`src/rtl/spi_regbank_slave_pkg.sv`:
```
// rtl/spi_regbank_slave_pkg.sv - shared register-map constants for the SPI register-bank slave
package spi_regbank_slave_pkg;

   // Address of read register 0 when the instantiating module does not override it
   localparam int DEFAULT_RD_OFFSET = 64;

   // Frame FSM encodings
   localparam logic [1:0] ST_IDLE = 2'd0;
   localparam logic [1:0] ST_CMD  = 2'd1;
   localparam logic [1:0] ST_DATA = 2'd2;

   // R/nW occupies the command MSB, directly above the address field
   function automatic int rnw_bit_pos(input int awidth);
      return awidth;
   endfunction

endpackage

```
`src/rtl/sync_edge_det.sv`:
```
// rtl/sync_edge_det.sv - two-flop synchroniser with rise/fall detection on the synchronised copy
module sync_edge_det #(
   parameter logic RESET_VAL = 1'b0
) (
   input  logic clk,
   input  logic rst_n,
   input  logic d,
   output logic q,
   output logic rise,
   output logic fall
);

   logic meta_q, meta_d;
   logic sync_q, sync_d;
   logic prev_q, prev_d;

   // Next-state: two resync stages, then one history stage for edge detection
   always_comb begin
      meta_d = d;
      sync_d = meta_q;
      prev_d = sync_q;
   end

   // All stages reset to the idle level of the line so reset release creates no edge
   always_ff @(posedge clk or negedge rst_n) begin
      if (!rst_n) begin
         meta_q <= RESET_VAL;
         sync_q <= RESET_VAL;
         prev_q <= RESET_VAL;
      end else begin
         meta_q <= meta_d;
         sync_q <= sync_d;
         prev_q <= prev_d;
      end
   end

   assign q    = sync_q;
   assign rise = sync_q & ~prev_q;
   assign fall = ~sync_q & prev_q;

endmodule

```
`src/rtl/spi_regbank_slave.sv`:
```
// rtl/spi_regbank_slave.sv - SPI mode-0 slave giving burst read/write access to a register bank
module spi_regbank_slave
   import spi_regbank_slave_pkg::*;
#(
   parameter int G_DWIDTH    = 16,
   parameter int G_AWIDTH    = 7,
   parameter int G_REG_COUNT = 32,
   parameter int G_RD_OFFSET = DEFAULT_RD_OFFSET
) (
   input  logic                            p_in_clk,
   input  logic                            p_in_rst_n,
   input  logic                            p_in_spi_cs_n,
   input  logic                            p_in_spi_sclk,
   input  logic                            p_in_spi_mosi,
   output logic                            p_out_spi_miso,
   input  logic [G_REG_COUNT*G_DWIDTH-1:0] p_in_reg_rd_data,
   output logic [G_AWIDTH-1:0]             p_out_reg_wr_addr,
   output logic [G_DWIDTH-1:0]             p_out_reg_wr_data,
   output logic                            p_out_reg_wr_en,
   output logic                            p_out_busy,
   output logic                            p_out_frame_err
);

   localparam int CMD_W   = G_AWIDTH + 1;
   localparam int RNW_POS = rnw_bit_pos(G_AWIDTH);
   localparam int MAX_W   = (CMD_W > G_DWIDTH) ? CMD_W : G_DWIDTH;
   localparam int CNT_W   = $clog2(MAX_W + 1);
   localparam logic [CNT_W-1:0] CMD_LAST  = CNT_W'(CMD_W - 1);
   localparam logic [CNT_W-1:0] WORD_LAST = CNT_W'(G_DWIDTH - 1);

   // Read-register lookup; indices outside the implemented bank read as zero
   function automatic logic [G_DWIDTH-1:0] reg_lookup(
      input logic [G_AWIDTH-1:0]             a,
      input logic [G_REG_COUNT*G_DWIDTH-1:0] vec
   );
      logic [31:0]         idx;
      logic [G_DWIDTH-1:0] res;
      idx = 32'(a) - 32'(G_RD_OFFSET);
      res = '0;
      if (idx < 32'(G_REG_COUNT)) begin
         res = vec[idx*G_DWIDTH +: G_DWIDTH];
      end
      return res;
   endfunction

   logic cs_s, cs_rise, cs_fall;
   logic sclk_s, sclk_rise, sclk_fall;
   logic mosi_s, mosi_rise, mosi_fall;
   logic sync_unused;

   sync_edge_det #(.RESET_VAL(1'b1)) u_sync_cs (
      .clk(p_in_clk), .rst_n(p_in_rst_n), .d(p_in_spi_cs_n),
      .q(cs_s), .rise(cs_rise), .fall(cs_fall)
   );

   sync_edge_det #(.RESET_VAL(1'b0)) u_sync_sclk (
      .clk(p_in_clk), .rst_n(p_in_rst_n), .d(p_in_spi_sclk),
      .q(sclk_s), .rise(sclk_rise), .fall(sclk_fall)
   );

   sync_edge_det #(.RESET_VAL(1'b0)) u_sync_mosi (
      .clk(p_in_clk), .rst_n(p_in_rst_n), .d(p_in_spi_mosi),
      .q(mosi_s), .rise(mosi_rise), .fall(mosi_fall)
   );

   assign sync_unused = ^{cs_s, sclk_s, mosi_rise, mosi_fall};

   logic [1:0]          state_q,   state_d;
   logic [CNT_W-1:0]    bit_cnt_q, bit_cnt_d;
   logic [MAX_W-2:0]    shift_q,   shift_d;
   logic                rnw_q,     rnw_d;
   logic [G_AWIDTH-1:0] addr_q,    addr_d;
   logic [G_DWIDTH-1:0] miso_sr_q, miso_sr_d;
   logic                miso_q,    miso_d;
   logic                wr_en_q,   wr_en_d;
   logic [G_AWIDTH-1:0] wr_addr_q, wr_addr_d;
   logic [G_DWIDTH-1:0] wr_data_q, wr_data_d;
   logic                err_q,     err_d;
   logic [1:0]          settle_q,  settle_d;

   logic [MAX_W-1:0]    shifted;
   logic [G_AWIDTH-1:0] addr_next;
   logic                settled;

   // The CS synchroniser resets high, so a CS held low across reset release would look
   // like a falling edge; CS edges are honoured only once the chain reflects the pin.
   assign settled   = (settle_q == 2'd3);
   assign shifted   = {shift_q, mosi_s};
   assign addr_next = addr_q + 1'b1;

   // Frame decode: command capture, word assembly, write strobes and MISO shifting
   always_comb begin
      state_d   = state_q;
      bit_cnt_d = bit_cnt_q;
      shift_d   = shift_q;
      rnw_d     = rnw_q;
      addr_d    = addr_q;
      miso_sr_d = miso_sr_q;
      miso_d    = miso_q;
      wr_en_d   = 1'b0;
      wr_addr_d = wr_addr_q;
      wr_data_d = wr_data_q;
      err_d     = 1'b0;
      settle_d  = settled ? settle_q : settle_q + 2'd1;

      case (state_q)
         ST_IDLE: begin
            if (cs_fall && settled) begin
               state_d   = ST_CMD;
               bit_cnt_d = '0;
               miso_d    = 1'b0;
            end
         end
         ST_CMD: begin
            if (sclk_rise) begin
               shift_d   = shifted[MAX_W-2:0];
               bit_cnt_d = bit_cnt_q + 1'b1;
               if (bit_cnt_q == CMD_LAST) begin
                  rnw_d     = shifted[RNW_POS];
                  addr_d    = shifted[G_AWIDTH-1:0];
                  bit_cnt_d = '0;
                  state_d   = ST_DATA;
                  miso_sr_d = shifted[RNW_POS] ?
                              reg_lookup(shifted[G_AWIDTH-1:0], p_in_reg_rd_data) : '0;
               end
            end
         end
         ST_DATA: begin
            if (sclk_rise) begin
               shift_d   = shifted[MAX_W-2:0];
               bit_cnt_d = bit_cnt_q + 1'b1;
               if (bit_cnt_q == WORD_LAST) begin
                  bit_cnt_d = '0;
                  addr_d    = addr_next;
                  if (rnw_q) begin
                     miso_sr_d = reg_lookup(addr_next, p_in_reg_rd_data);
                  end else begin
                     wr_en_d   = 1'b1;
                     wr_addr_d = addr_q;
                     wr_data_d = shifted[G_DWIDTH-1:0];
                  end
               end
            end else if (sclk_fall && rnw_q) begin
               miso_d    = miso_sr_q[G_DWIDTH-1];
               miso_sr_d = {miso_sr_q[G_DWIDTH-2:0], 1'b0};
            end
         end
         default: state_d = ST_IDLE;
      endcase

      // CS release wins over everything, but only after a same-cycle word completion
      // above has reset the counter, so a just-finished word is not treated as partial.
      if (cs_rise && (state_q != ST_IDLE)) begin
         if (bit_cnt_d != '0) begin
            err_d = 1'b1;
         end
         state_d   = ST_IDLE;
         bit_cnt_d = '0;
         miso_d    = 1'b1;
      end
   end

   // State registers; reset aborts any frame in flight without a write strobe
   always_ff @(posedge p_in_clk or negedge p_in_rst_n) begin
      if (!p_in_rst_n) begin
         state_q   <= ST_IDLE;
         bit_cnt_q <= '0;
         shift_q   <= '0;
         rnw_q     <= 1'b0;
         addr_q    <= '0;
         miso_sr_q <= '0;
         miso_q    <= 1'b1;
         wr_en_q   <= 1'b0;
         wr_addr_q <= '0;
         wr_data_q <= '0;
         err_q     <= 1'b0;
         settle_q  <= '0;
      end else begin
         state_q   <= state_d;
         bit_cnt_q <= bit_cnt_d;
         shift_q   <= shift_d;
         rnw_q     <= rnw_d;
         addr_q    <= addr_d;
         miso_sr_q <= miso_sr_d;
         miso_q    <= miso_d;
         wr_en_q   <= wr_en_d;
         wr_addr_q <= wr_addr_d;
         wr_data_q <= wr_data_d;
         err_q     <= err_d;
         settle_q  <= settle_d;
      end
   end

   assign p_out_spi_miso    = miso_q;
   assign p_out_reg_wr_addr = wr_addr_q;
   assign p_out_reg_wr_data = wr_data_q;
   assign p_out_reg_wr_en   = wr_en_q;
   assign p_out_busy        = (state_q != ST_IDLE);
   assign p_out_frame_err   = err_q;

endmodule

```
`config.mk`:
```
export PLATFORM = sky130hd
export DESIGN_NAME = spi_regbank_slave
export DESIGN_NICKNAME = d
export VERILOG_FILES = /design/src/rtl/spi_regbank_slave_pkg.sv /design/src/rtl/sync_edge_det.sv /design/src/rtl/spi_regbank_slave.sv
export SDC_FILE = /design/constraint.sdc
export NUM_CORES = 1
export LEC_CHECK = 0
export ABC_CLOCK_PERIOD_IN_PS = 3200
export CORE_AREA = 2 2 215 217
export DETAILED_ROUTE_END_ITERATION = 6
export DIE_AREA = 0 0 217 219
export GPL_TIMING_DRIVEN = 0
export PLACE_DENSITY = 0.6
export SLEW_MARGIN = 20
export SYNTH_ARGS = -nofsm -noshare
export SYNTH_HDL_FRONTEND = slang
export SYNTH_SLANG_ARGS = --single-unit
```
`constraint.sdc`:
```
create_clock -name p_in_clk -period 3.2 [get_ports p_in_clk]
set_clock_uncertainty 0.15 [all_clocks]
set_input_delay 0.48 -clock p_in_clk [delete_from_list [all_inputs] [get_ports p_in_clk]]
set_output_delay 0.48 -clock p_in_clk [all_outputs]
set_load 0.01 [all_outputs]
```
==> impl_metrics.ini, run 1 <==
[run_status]
outcome = finished, violations left
violations = negative setup slack

[worst_setup_path]
critPathLaunchType = flip-flop
crit_slowest_cell = a211oi_1
worstPathArrival_ns = 3.29
path_cells = ha_1 > buf_2 > buf_2 > mux4_2 > a211oi_1 > a211o_1 > a31oi_1
end_kind = flip-flop
worst_ep_required_time_ns = 3.28
worstPathMaxFanout = 10
r2r_slack_ns = -0.01
reg2reg_from = addr_q[1]
critPathMostFrequentCell = buf_2
crit_path_start = addr_q[1]
path_class = reg2reg
crit_path_max_incr_delay_ns = 0.59

[die]
ios = 544
row_count = 78
dieArea_mm2 = 0.0475
die_w_um = 217
core_mm2 = 0.0451
start_util_pct = 27.1
fp.dieH_um = 219

[logic_synthesis]
yosysUniqueCellTypes = 57
async_reset_ff_share_pct = 100
synth_top_area_share_pct = 34.1
syn_nets = 1599
syn_area_mm2 = 0.0122
synth_area_leaders = mux4_2, dfrtp_1, mux2i_1, mux2_2, a22oi_1
synth_common_cells = mux4_2, mux2i_1, dfrtp_1, mux2_2, nand2_1
synth_most_common_cell = mux4_2
syn_area_per_cell_um2 = 11.4
synth_seq_cells = 82
syn_inst = 1073
synth_edf_count = 0
yosysWarnings = 0
seq_area_frac_synth_pct = 16.8
synthFlopType = dfrtp_1
synth_top_cell_by_area = mux4_2

[clock_tree]
cts.sinks = 82
path_clk_slew_ns = 0.07
h-tree-depth = 3
worstSkewPairLatency_ns = 0.35
cts_buffer_depth = 2
cts_tree = yes
cts_buffers = 9
cts_root_buf = clkbuf_16

[global_routing]
antenna_found_initial = 16
grt_first_pass_wirelength_um = 109000
grt_use_total_pct = 32.5
grt_pass1_vias = 14500
overflow = 0
grt_max_degree = 46

[layout]
syn2layout_area_growth_pct = 55.1
layout.cells.non_filler = 2255
final_cell_area_mm2 = 0.0189
utilization_pct = 42.0
drive_gt1_share_pct = 23.6
nNetsFinal = 2159

[min_path]
min_from = u_sync_mosi.meta_q
hp-class = reg2reg

[placed_design]
numPortBuffers = 543
post-place-ws_ns = -0.868
post-place-cells = 2217
placed_cell_area_mm2 = 0.0184
hpwl_um = 63900
place.gp.congestion = 0.953

[routing]
vias = 13800
drc = 0
dr.pass1.iters = 5
wl_per_cell_um = 35.1
drt_iter0_drc = 1432
viasPerCell = 6.10
totalWireLength_um = 79200
antenna_left = 0

[run]
drv_cap = 0

[sta]
fmax_mhz = 311
slew_violations = 0
hold_slack_ns = 0.206
rsz0062_at_grt = true
tightest_slew_ns = 1.07
finalHoldViolations = 0
fin_crit_sh_pct = 100
finalSetupViolations = 2
period_needed_ns = 3.21
fin_ws_ns = -0.0133
slew_headroom_pct = 28.8
fin_setup_tns_ns = -0.0170

[power]
peakVddDrop_mv = 0.507
total_power_mw = 14.2
p_leak_nw = 7.19
powerDensity_mw_per_mm2 = 748
-- per-layer routing --
metal | GRT usage (%) | part of all wire [%] | up-vias | wire length [um]
met5 | 0 | 0.014 | - | 11
met4 | 13.8 | 4.4 | 2 | 3470
met3 | 6.43 | 8.0 | 196 | 6350
met2 | 55.0 | 48 | 935 | 38200
met1 | 40.4 | 39 | 7029 | 31100
li1 | - | - | 5593 | -
-- critical path: cells and delay by family, from the launching register on --
kind,cells,cell delay (ns)
fa+ha+maj,1,0.32
compound gates,3,0.90
mux,1,0.40
flops,1,0.43
buf+inv,2,0.86
-- registers in the layout (all words and copies together), names as in the netlist --
signal	count
u_sync_sclk.meta_q	1
u_sync_sclk.prev_q	1
u_sync_mosi.meta_q	1
u_sync_cs.q	1
p_out_reg_wr_en	1
u_sync_sclk.q	1
p_out_frame_err	1
p_out_reg_wr_data	16
addr_q	7
state_q	2
u_sync_cs.prev_q	1
bit_cnt_q	5
u_sync_cs.meta_q	1
p_out_reg_wr_addr	7
u_sync_mosi.q	1
miso_sr_q	16
shift_q	15
rnw_q	1
p_out_spi_miso	1
settle_q	2
-- cell usage in the layout, fill, tap and decap left out, types with 4 or more instances in the layout --
cell,Yosys,final
a211oi_1,45,44
dfstp_2,4,4
o211ai_1,18,18
buf_2,44,37
a221o_1,4,4
a31oi_1,23,22
nor2b_1,36,36
a41oi_1,6,6
nor2_1,29,29
clkbuf_2,0,24
mux2i_1,174,174
buf_4,15,24
a221oi_1,8,8
a2111oi_0,7,7
dfrtp_1,78,78
nand2_1,58,58
a211o_1,11,11
clkdlybuf4s50_1,0,542
o21ai_0,18,18
nand3_1,8,8
and3_1,6,6
a21oi_1,42,41
clkbuf_16,0,9
nand2b_1,6,6
nor3_1,11,11
a22oi_1,49,49
clkbuf_1,48,19
clkbuf_4,0,11
diode_2,0,17
a22o_1,5,5
inv_1,11,11
ha_1,9,9
mux4_2,185,185
mux2_2,67,67
-- cell type report --
class | instances | area [um^2]
Tap cell | 600 | 751
Sequential cell | 82 | 2060
Fill cell | 4459 | 26200
Buffer | 119 | 709
Antenna cell | 17 | 42.5
Multi-Input combinational cell | 861 | 9540
Timing Repair Buffer | 549 | 5490
Clock inverter | 7 | 73.8
Clock buffer | 9 | 225
Inverter | 11 | 41.3
-- path summary, 6_finish.rpt --
path | end | cells after the start
max | miso_sr_q[1] | 7
min | u_sync_mosi.q | 0
max reg2reg | miso_sr_q[1] | 7
min reg2reg | u_sync_mosi.q | 0
max in group asynchronous | p_out_spi_miso | 3
min in group asynchronous | shift_q[12] | 2
-- timing repair --
action	4_1_cts	5_1_grt
hold buffers	1	0
endpoints found under the setup margin	18	27
pin swaps	0	1
gates resized for setup	35	36
hold endpoints to repair	17	0
setup buffers	0	4
-- power by group --
part           leakage, nW  total, mW  internal (mW)  switching [mW]
clock network        0.140       1.07          0.551           0.516
registers             1.06       1.50           1.26           0.235
logic                 6.00       11.6           4.92            6.68
-- cells by family after synthesis --
group,after synthesis,share of synthesized area [%]
compound gates,250,14.5
buf+inv,130,5.45
mux,429,55.2
simple gates,169,6.79
fa+ha+maj,9,0.922
flops,82,16.8
xor+xnor,4,0.287
Note: power is estimated with default switching activity, not from simulation.
==> inputs of run 2 (changes only) <==
--- a/config.mk
+++ b/config.mk
@@ -11,6 +11,7 @@
 export DIE_AREA = 0 0 217 219
 export GPL_TIMING_DRIVEN = 0
 export PLACE_DENSITY = 0.6
+export SKIP_LAST_GASP = 1
 export SLEW_MARGIN = 20
 export SYNTH_ARGS = -nofsm -noshare
 export SYNTH_HDL_FRONTEND = slang
==> impl_metrics.ini, run 2 (same netlist as run 1, synthesis figures left out) <==
[worst_setup_path]
crit_slowest_cell = clkbuf_2
worst_ep_required_time_ns = 3.26
crit_path_max_incr_delay_ns = 0.47
reg2reg_from = shift_q[1]
worstPathArrival_ns = 3.26
path_class = reg2reg
worstPathMaxFanout = 10
end_kind = flip-flop
critPathMostFrequentCell = buf_2
critPathLaunchType = flip-flop
path_cells = buf_2 > nor2b_1 > buf_2 > buf_2 > clkbuf_2 > a22oi_1 > a41oi_1 > o21ai_0 > a221oi_2 > a31oi_1
crit_path_start = shift_q[1]

[global_routing]
grt_pass1_vias = 14600
overflow = 0
grt_first_pass_wirelength_um = 109000
grt_max_degree = 46
grt_use_total_pct = 32.5
antenna_found_initial = 16

[placed_design]
place.gp.congestion = 0.953
hpwl_um = 63900
post-place-ws_ns = -0.868
numPortBuffers = 543
placed_cell_area_mm2 = 0.0184

[die]
dieArea_mm2 = 0.0475
start_util_pct = 27.1
core_mm2 = 0.0451
ios = 544
row_count = 78
die_w_um = 217
fp.dieH_um = 219

[clock_tree]
cts_buffers = 9
cts.sinks = 82
h-tree-depth = 3
path_clk_slew_ns = 0.07
cts_tree = yes
cts_buffer_depth = 2
cts_root_buf = clkbuf_16
worstSkewPairLatency_ns = 0.35

[sta]
finalHoldViolations = 0
fin_crit_sh_pct = 99.9
finalSetupViolations = 0
tightest_slew_ns = 1.05
fmax_mhz = 313
slew_violations = 0
fin_ws_ns = 0.00476
slew_headroom_pct = 30.0
period_needed_ns = 3.20
rsz0062_at_grt = true

[power]
switchingPower_mw = 7.44
powerDensity_mw_per_mm2 = 748
p_leak_nw = 7.19
clkPwrFrac_pct = 7.5
power_frac_comb_pct = 81.9
switching_share_pct = 52.5
p_int_mw = 6.73
sequentialPowerShare_pct = 10.6
peakVddDrop_mv = 0.508

[routing]
drc = 0
antenna_left = 0
totalWireLength_um = 79200
wl_per_cell_um = 35.2
dr.pass1.iters = 5
viasPerCell = 6.08
vias = 13700
drt_iter0_drc = 1406

[layout]
final_cell_area_mm2 = 0.0189
layout_common_cells = clkdlybuf4s50_1, mux4_2, mux2i_1
nNetsFinal = 2159
final_common_cell = clkdlybuf4s50_1
syn2layout_area_growth_pct = 55.0
fill_cells = 4450
drive_gt1_share_pct = 23.6

[min_path]
min_from = u_sync_sclk.meta_q
hp-class = reg2reg

[run_status]
outcome = finished, final reports clean

[run]
drv_cap = 0
==> run 2: changes by cell type in the layout (fill, tap and decap cells not counted), sizes merged <==
cell / before / now
diode: 17 / 15
clkbuf: 63 / 64
buf: 70 / 69
==> run 2: through the flow <==
step	TNS (ns)	hold slack (ns)	util, %	total power, mW	std cells
after floorplan	0	0.0344	-	8.20	1073
after global placement	-140.44	0.190	40.8	12.8	2216
after detailed placement	-10.86	0.187	40.9	12.8	2217
after CTS	-0.110	0.207	41.7	14.0	2234
after global routing	-0.0295	0.211	42.0	14.7	2251
final	0	0.207	42.0	14.2	2253
==> run 2: worst max-delay path: cells and delay by family (launching register included) <==
family | cells | cell delay [ns]
simple gates | 1 | 0.14
buf+inv | 4 | 1.31
flops | 1 | 0.37
compound gates | 5 | 1.07
==> run 2: timing repair <==
action,in CTS,in global routing
pin swaps,0,1
setup buffers,0,4
gates cloned,0,0
setup endpoints to repair,18,27
resized for setup,32,38
hold endpoints to repair,17,0
hold buffers,1,0
==> run 2: path summary, 6_finish.rpt <==
path,to,slack (ns),depth (start not counted)
worst max-delay path,miso_sr_q[9],0.005,10
worst min-delay path,u_sync_sclk.q,0.21,0
worst max register to register,miso_sr_q[9],0.005,10
worst min register to register,u_sync_sclk.q,0.21,0
max in group asynchronous,p_out_spi_miso,1.68,3
min in group asynchronous,shift_q[12],0.54,2
==> run 2: metal layers <==
layer  vias up  GRT usage [%]  part of all wire, %
met1      7001           40.4                   39
met2       902           55.0                   48
met4         0           13.7                  4.3
li1       5594              -                    -
met5         -              0                    0
met3       192           6.42                  8.2
==> run 2: power groups by stage <==
stage	combinational [mW]	sequential (mW)	clock, mW
after global routing	12.0	1.52	1.14
after global placement	11.3	1.49	0
final	11.6	1.50	1.07
after floorplan	6.80	1.40	0
after detailed placement	11.3	1.50	0
after CTS	11.4	1.49	1.09
==> run 2: area by class of cell <==
type	instances	area, um^2	area share, %
Antenna cell	15	37.5	0.198
Tap cell	600	751	3.97
Buffer	119	707	3.74
Sequential cell	82	2060	10.9
Clock inverter	7	73.8	0.390
Timing Repair Buffer	549	5490	29.0
Inverter	11	41.3	0.218
Clock buffer	9	225	1.19
Multi-Input combinational cell	861	9540	50.4
